$ cat src/rtl/fifo_wr_ctrl_if.sv
// Write-side bus of the asynchronous FIFO: push request, read-domain Gray pointer,
// RAM write port and write-domain status flags.
interface fifo_wr_ctrl_if #(
  parameter int a_width = 4
);
  logic               wr_req;
  logic [a_width:0]   rd_gray_ptr;
  logic               wr_en;
  logic [a_width-1:0] wr_addr;
  logic [a_width:0]   wr_gray_ptr;
  logic               full;
  logic               almost_full;
  logic [a_width:0]   wr_level;
  logic               overflow;

  modport master (
    output wr_req, rd_gray_ptr,
    input  wr_en, wr_addr, wr_gray_ptr, full, almost_full, wr_level, overflow
  );

  modport slave (
    input  wr_req, rd_gray_ptr,
    output wr_en, wr_addr, wr_gray_ptr, full, almost_full, wr_level, overflow
  );
endinterface

$ cat src/rtl/fifo_wr_ctrl.sv
// Write-domain controller for the asynchronous FIFO: binary/Gray write pointers,
// read-pointer synchroniser, full / almost_full / level and sticky overflow.
module fifo_wr_ctrl #(
  parameter int a_width     = 4,
  parameter int afull_level = 14
) (
  input logic           Clk,
  input logic           Rst,
  fifo_wr_ctrl_if.slave bus
);
  localparam logic [a_width:0] AFULL = (a_width + 1)'(afull_level);

  logic [a_width:0] wbin_reg;
  logic [a_width:0] wbin_next;
  logic [a_width:0] wgray_reg;
  logic [a_width:0] wgray_next;
  logic [a_width:0] rq1_reg;
  logic [a_width:0] rq2_reg;
  logic [a_width:0] rbin_s;
  logic [a_width:0] level_reg;
  logic [a_width:0] level_next;
  logic             full_reg;
  logic             full_next;
  logic             afull_reg;
  logic             ovf_reg;
  logic             wr_en;

  // Rst gates the enable directly so no RAM write slips through during reset.
  assign wr_en      = bus.wr_req & ~full_reg & ~Rst;
  assign wbin_next  = wbin_reg + {{a_width{1'b0}}, wr_en};
  assign wgray_next = wbin_next ^ (wbin_next >> 1);

  // Gray-to-binary: each binary bit is the XOR of all Gray bits at or above it.
  generate
    for (genvar gi = 0; gi <= a_width; gi++) begin : g_g2b
      assign rbin_s[gi] = ^rq2_reg[a_width:gi];
    end
  endgenerate

  assign level_next = wbin_next - rbin_s;
  // Full when the write pointer is exactly one lap ahead of the synchronised read pointer.
  assign full_next  = (wgray_next == {~rq2_reg[a_width:a_width-1], rq2_reg[a_width-2:0]});

  always_ff @(posedge Clk or posedge Rst) begin
    if (Rst) begin
      wbin_reg  <= '0;
      wgray_reg <= '0;
      rq1_reg   <= '0;
      rq2_reg   <= '0;
      level_reg <= '0;
      full_reg  <= 1'b0;
      afull_reg <= 1'b0;
      ovf_reg   <= 1'b0;
    end else begin
      wbin_reg  <= wbin_next;
      wgray_reg <= wgray_next;
      rq1_reg   <= bus.rd_gray_ptr;
      rq2_reg   <= rq1_reg;
      level_reg <= level_next;
      full_reg  <= full_next;
      afull_reg <= (level_next >= AFULL);
      if (bus.wr_req & full_reg) begin
        ovf_reg <= 1'b1;
      end
    end
  end

  assign bus.wr_en       = wr_en;
  assign bus.wr_addr     = wbin_reg[a_width-1:0];
  assign bus.wr_gray_ptr = wgray_reg;
  assign bus.full        = full_reg;
  assign bus.almost_full = afull_reg;
  assign bus.wr_level    = level_reg;
  assign bus.overflow    = ovf_reg;
endmodule

$ cat src/flat_wrapper.sv
// flat-port wrapper written by rule: the top's interface ports become plain ports
module fifo_wr_ctrl_flat 
#(
  parameter int a_width     = 4,
  parameter int afull_level = 14
)
  (Clk, Rst, bus_wr_req, bus_rd_gray_ptr, bus_wr_en, bus_wr_addr, bus_wr_gray_ptr, bus_full, bus_almost_full, bus_wr_level, bus_overflow);
  fifo_wr_ctrl_if #(.a_width(a_width)) bus_i ();
  input logic Clk;
  input logic Rst;
  input wire logic [$bits(bus_i.wr_req)-1:0] bus_wr_req;
  input wire logic [$bits(bus_i.rd_gray_ptr)-1:0] bus_rd_gray_ptr;
  output wire logic [$bits(bus_i.wr_en)-1:0] bus_wr_en;
  output wire logic [$bits(bus_i.wr_addr)-1:0] bus_wr_addr;
  output wire logic [$bits(bus_i.wr_gray_ptr)-1:0] bus_wr_gray_ptr;
  output wire logic [$bits(bus_i.full)-1:0] bus_full;
  output wire logic [$bits(bus_i.almost_full)-1:0] bus_almost_full;
  output wire logic [$bits(bus_i.wr_level)-1:0] bus_wr_level;
  output wire logic [$bits(bus_i.overflow)-1:0] bus_overflow;
  assign bus_i.wr_req = bus_wr_req;
  assign bus_i.rd_gray_ptr = bus_rd_gray_ptr;
  assign bus_wr_en = bus_i.wr_en;
  assign bus_wr_addr = bus_i.wr_addr;
  assign bus_wr_gray_ptr = bus_i.wr_gray_ptr;
  assign bus_full = bus_i.full;
  assign bus_almost_full = bus_i.almost_full;
  assign bus_wr_level = bus_i.wr_level;
  assign bus_overflow = bus_i.overflow;
  fifo_wr_ctrl #(.a_width(a_width), .afull_level(afull_level)) u_core (.Clk(Clk), .Rst(Rst), .bus(bus_i));
endmodule
$ cat config.mk
export PLATFORM = sky130hd
export DESIGN_NAME = fifo_wr_ctrl_flat
export DESIGN_NICKNAME = d
export VERILOG_FILES = /design/src/rtl/fifo_wr_ctrl_if.sv /design/src/rtl/fifo_wr_ctrl.sv /design/src/flat_wrapper.sv
export SDC_FILE = /design/constraint.sdc
export NUM_CORES = 1
export LEC_CHECK = 0
export ABC_CLOCK_PERIOD_IN_PS = 4300
export CAP_MARGIN = 30
export CORE_MARGIN = 2
export CORE_UTILIZATION = 49
export DETAILED_ROUTE_END_ITERATION = 16
export PLACE_DENSITY = 0.78
export SETUP_SLACK_MARGIN = 0.2
export SLEW_MARGIN = 5
export SYNTH_ARGS = -nofsm -noshare
export SYNTH_HDL_FRONTEND = slang
export SYNTH_SLANG_ARGS = --single-unit
$ cat constraint.sdc
create_clock -name Clk -period 4.3 [get_ports Clk]
set_input_delay 0.43 -clock Clk [delete_from_list [all_inputs] [get_ports Clk]]
set_output_delay 0.43 -clock Clk [all_outputs]
set_load 0.01 [all_outputs]
== Word level (Yosys, flattened, before mapping) ==
Index checks and enable logic that the tools add are counted.

* $lt $le $gt $ge: 1
* Equality and inequality tests: 1
* Reductions and logical operators: 4
* Add/sub/neg operators: 2
* Bitwise gates (word level): 7

{| class="wikitable"
|+ Operators with widths
! cell !! number
|-
| $add A5 B1 Y5 || 1
|-
| $eq A5 B5 Y1 || 1
|-
| $ge A5 B4 Y1 const B || 1
|-
| $reduce_xor A5 Y1 || 1
|-
| $sub A5 B5 Y5 || 1
|-
| $xor A5 B4 Y5 || 1
|-
| $reduce_xor A4 Y1 || 1
|-
| $and A1 B1 Y1 || 3
|-
| $reduce_xor A3 Y1 || 1
|-
| $not A1 Y1 || 2
|-
| $not A2 Y2 || 1
|-
| $reduce_xor A2 Y1 || 1
|}

* Input bits: 8
* Word-level logic and storage cells: 23
* Output and inout bits: 18
* Flip-flop bits (word level): 28

== Longest topological paths before layout ==
* Depth in word-level cells: 6
* Mapped depth: 9
* Mapped depth without buffers: 9

== Least setup slack after synthesis ==
Ideal clock, no wire load.

* Path kind: input port to flip-flop
* Start: input port Rst
* End: register u_core.afull_reg, in the netlist u_core.bus.almost_full
* Arrival: 2.483 ns
* Required time: 4.180 ns
* Setup time: 0.120 ns
* Cell stages on the path: 9
* Setup slack: 1.697 ns
* Cell sequence: nor3b_1 -> ha_1 -> ha_1 -> xor2_2 -> ha_1 -> a21oi_1 -> o21ai_2 -> xor2_1 -> a31o_1

* Longest elaborated chain between the ends: 5

{| class="wikitable"
|+ Ends and longest elaborated chain
! element !! RTL line !! text
|-
| from (decl) || flat_wrapper.sv:10 || <nowiki>input logic Rst;</nowiki>
|-
| $not A1 Y1 || fifo_wr_ctrl.sv:29 || <nowiki>assign wr_en = bus.wr_req & ~full_reg & ~Rst;</nowiki>
|-
| $and A1 B1 Y1 || fifo_wr_ctrl.sv:29 ||
|-
| $add A5 B1 Y5 || fifo_wr_ctrl.sv:30 || <nowiki>assign wbin_next = wbin_reg + {{a_width{1'b0}}, wr_en};</nowiki>
|-
| net u_core.wbin_next[2] || fifo_wr_ctrl.sv:14 || <nowiki>logic [a_width:0] wbin_next;</nowiki>
|-
| $sub A5 B5 Y5 || fifo_wr_ctrl.sv:40 || <nowiki>assign level_next = wbin_next - rbin_s;</nowiki>
|-
| net u_core.level_next[3] || fifo_wr_ctrl.sv:21 || <nowiki>logic [a_width:0] level_next;</nowiki>
|-
| $ge A5 B4 Y1 || fifo_wr_ctrl.sv:61 || <nowiki>afull_reg <= (level_next >= AFULL);</nowiki>
|-
| to (signal assigned) || fifo_wr_ctrl.sv:61 ||
|-
| to (decl) || fifo_wr_ctrl.sv:24 || <nowiki>logic afull_reg;</nowiki>
|}

The timed path passes the listed nets, and every way through them passes these cells.
A chain may end at the register's enable or synchronous reset.

== Worst setup path in the final report ==
* Start: input port bus_wr_req
* End: register u_core.afull_reg, in the netlist u_core.bus.almost_full

* Longest elaborated chain between the ends: 5

{| class="wikitable"
|+ Ends and longest elaborated chain
! element !! RTL line !! text
|-
| from (decl) || flat_wrapper.sv:11 || <nowiki>input wire logic [$bits(bus_i.wr_req)-1:0] bus_wr_req;</nowiki>
|-
| $and A1 B1 Y1 (2 in series) || fifo_wr_ctrl.sv:29 ||
|-
| $add A5 B1 Y5 || fifo_wr_ctrl.sv:30 ||
|-
| net u_core.wbin_next[2] || fifo_wr_ctrl.sv:14 ||
|-
| $sub A5 B5 Y5 || fifo_wr_ctrl.sv:40 ||
|-
| net u_core.level_next[3] || fifo_wr_ctrl.sv:21 ||
|-
| $ge A5 B4 Y1 || fifo_wr_ctrl.sv:61 ||
|}

The timed path passes the listed nets, and every way through them passes these cells.

==> out/summary.txt <==
Skew final: 0.00123 ns
Total GRT Usage: 16.2%
Final setup fails: 0
Core ar.: 2210 um^2
CTS H-Tree Depth: 1
Crit-path cells: clkdlybuf4s50_1, nor3b_1, ha_1, ha_1, xor2_2, ha_1, a21oi_1, o21ai_2, xor2_1, a31o_1
Worst-Margin Slew: 0.556 ns
Commonest non-fill, non-tap cell in the layout: dfrtp_1
WP data required: 4.53 ns
P_leak: 0.671 nW
Routed vias/inst: 4.77
Distinct cell type count after synthesis: 24
TritonRoute pass-1 iters: 4
Number of buffers created by CTS: 3
Post-Syn Nets: 95
CTS root buffer: clkbuf_4
Min cycle time layout: 2.75 ns
Clock latency on the worst-skew pair: 0.32 ns
Yosys reg bits: 27
Critical path type: in2reg
Die area: 2740 um^2
Drt initial violations: 5
Cell row count: 17
Worst-path clk slew: 0.14 ns
FMAX: 363 MHz
Post-cts resize count: 0
Pwr Total: 0.00108 W
Hold_sp: u_core.rq1_reg[3]
Critical Path Fanout Max: 6
Vias in the first global route: 682
Input/output buffers: 25
Slowest library cell on the worst path: clkdlybuf4s50_1
Setup TNS: 0 ns
Hold-fix buffers, CTS: 0
Layout cells sized above 1: 9.17%
Global route total overflow: 0
Die width: 52.3 um
CP Launch Point: bus_wr_req
Area delta synth->final: 29.4%
Max Buffers Root-to-Sink: 2
Fin. max-slew vios: 0
Pwr Density: 729 nW/um^2
Most used DFF post-synth: dfrtp_1
Commonest cells after routing, fill and taps aside: 27 x dfrtp_1, 25 x clkdlybuf4s50_1, 9 x xor2_1, 9 x xnor2_1
Die height: 52.3 um
Startpoint Class: input pin
Yosys warning total: 0
Hold WC Path Type: reg2reg
Fin crit share: 64.0%
TritonCTS clock tree: yes
Most frequent CP cell: ha_1
Critical Path End Type: register
Max Cap Violations: 0
CP max stage delay: 0.48 ns
Worst slew margin: 62.9%
RR Startpoint: u_core.rq2_reg[4]
Final WL: 1790 um
Post-detailed-route wirelength per cell: 13.0 um
Top Ports: 26
Reg2Reg Depth: 9
Mapped Cells: 80
Post-detailed-route count of antenna-violating nets: 0
GPL Wtd Cong: 0.752
DRC: 0
Fin. Hold Viols: 0
RSZ-0062 raised after global routing: false
Diodes inserted: 0
Status: complete, no violations
First-pass GRT wire length: 3080 um
R2R Setup Slk: 1.60 ns
Syn Area/Cell: 14.3 um^2
Num Clock Sinks: 27
HPWL after DPL: 1450 um
Initial antenna violation count: 0
Hold endpoint: u_core.rq2_reg[3]
Sequential-to-total area share from yosys stat: 59.0%
Peak VDD IR: 424 uV
Cell area after synthesis: 1140 um^2
Post-layout net count: 125
Hold path depth: 0
FF-to-FF End: u_core.bus.almost_full
Largest net degree at the start of global routing: 17
Initial Utilization: 51.8%
Post-CTS Setup Bufs: 0
Fillers: 168
Critical Path AT: 2.98 ns
Post-synth EDFFs: 0
FFs w/ async S/R, synth: 100%
Via count: 654
## critical path: cells and delay by family
kind | cells | cell delay (ns)
AOI/OAI and AO/OA | 3 | 0.45
buffers and inverters | 1 | 0.48
xor gates and xnor gates | 2 | 0.50
and+or+nand+nor | 1 | 0.25
adders and majority gates | 3 | 0.85
## power by group
| group | total [W] | internal (W) | switching, W |
|---|---|---|---|
| Combinational | 0.000580 | 0.000307 | 0.000273 |
| Sequential | 0.000394 | 0.000345 | 0.0000490 |
| Clock | 0.000107 | 0.0000349 | 0.0000716 |
## Yosys cell counts (2+ instances only)
library cell	instances	area share, %
nand2b_1	2	1.1
nand3_1	2	0.87
inv_1	6	2.0
xor2_1	9	6.9
o21ai_0	2	0.87
xnor2_1	9	6.9
dfrtp_1	27	59
ha_1	6	6.6
a21oi_1	2	0.87
## area by class of cell
class	instances	area (um^2)	area share (%)
sequential	27	676	45.6
multi-input combinational	46	443	29.9
timing repair buffer	26	278	18.7
tap	28	35.0	2.36
clock buffer	3	22.5	1.52
inverter	6	22.5	1.52
clock inverter	1	5.00	0.338
## worst max path at each step
stage,slack (ns),to
2_1_floorplan,1.70,u_core.bus.almost_full
3_3_place_gp,1.33,u_core.bus.almost_full
3_5_place_dp,1.20,u_core.bus.almost_full
4_1_cts,1.55,u_core.bus.almost_full
5_1_grt,1.35,u_core.bus.almost_full
6_report,1.55,u_core.bus.almost_full
## routing by layer
metal,GRT usage (%),wire [um],vias to the layer above
li1,-,-,322
met1,19.3,768,309
met2,27.1,891,18
met3,3.43,84,5
met4,8.97,41,0
met5,0,0,-
## cell families (layout without fill, tap and decap cells)
logic type      after synthesis  count (layout)  synth area share [%]
buf+inv                       7              36                  2.29
xor+xnor                     21              21                  19.3
fa+ha+maj                     7               7                  8.31
simple gates                  8               8                  4.70
flops                        27              27                  59.0
compound gates               10              10                  6.34
## through the flow
stage | utilization [%] | setup WS [ns] | std cells | hold WS (ns) | area, um^2
6_report | 67.0 | 1.55 | 137 | 0.365 | 1480
3_5_place_dp | 65.7 | 1.20 | 133 | 0.336 | 1450
2_1_floorplan | - | 1.70 | 80 | 0.331 | 1140
5_1_grt | 67.0 | 1.35 | 137 | 0.376 | 1480
4_1_cts | 67.0 | 1.55 | 137 | 0.368 | 1480
3_3_place_gp | 64.5 | 1.33 | 132 | 0.332 | 1430
(Power assumes the default switching activity.)
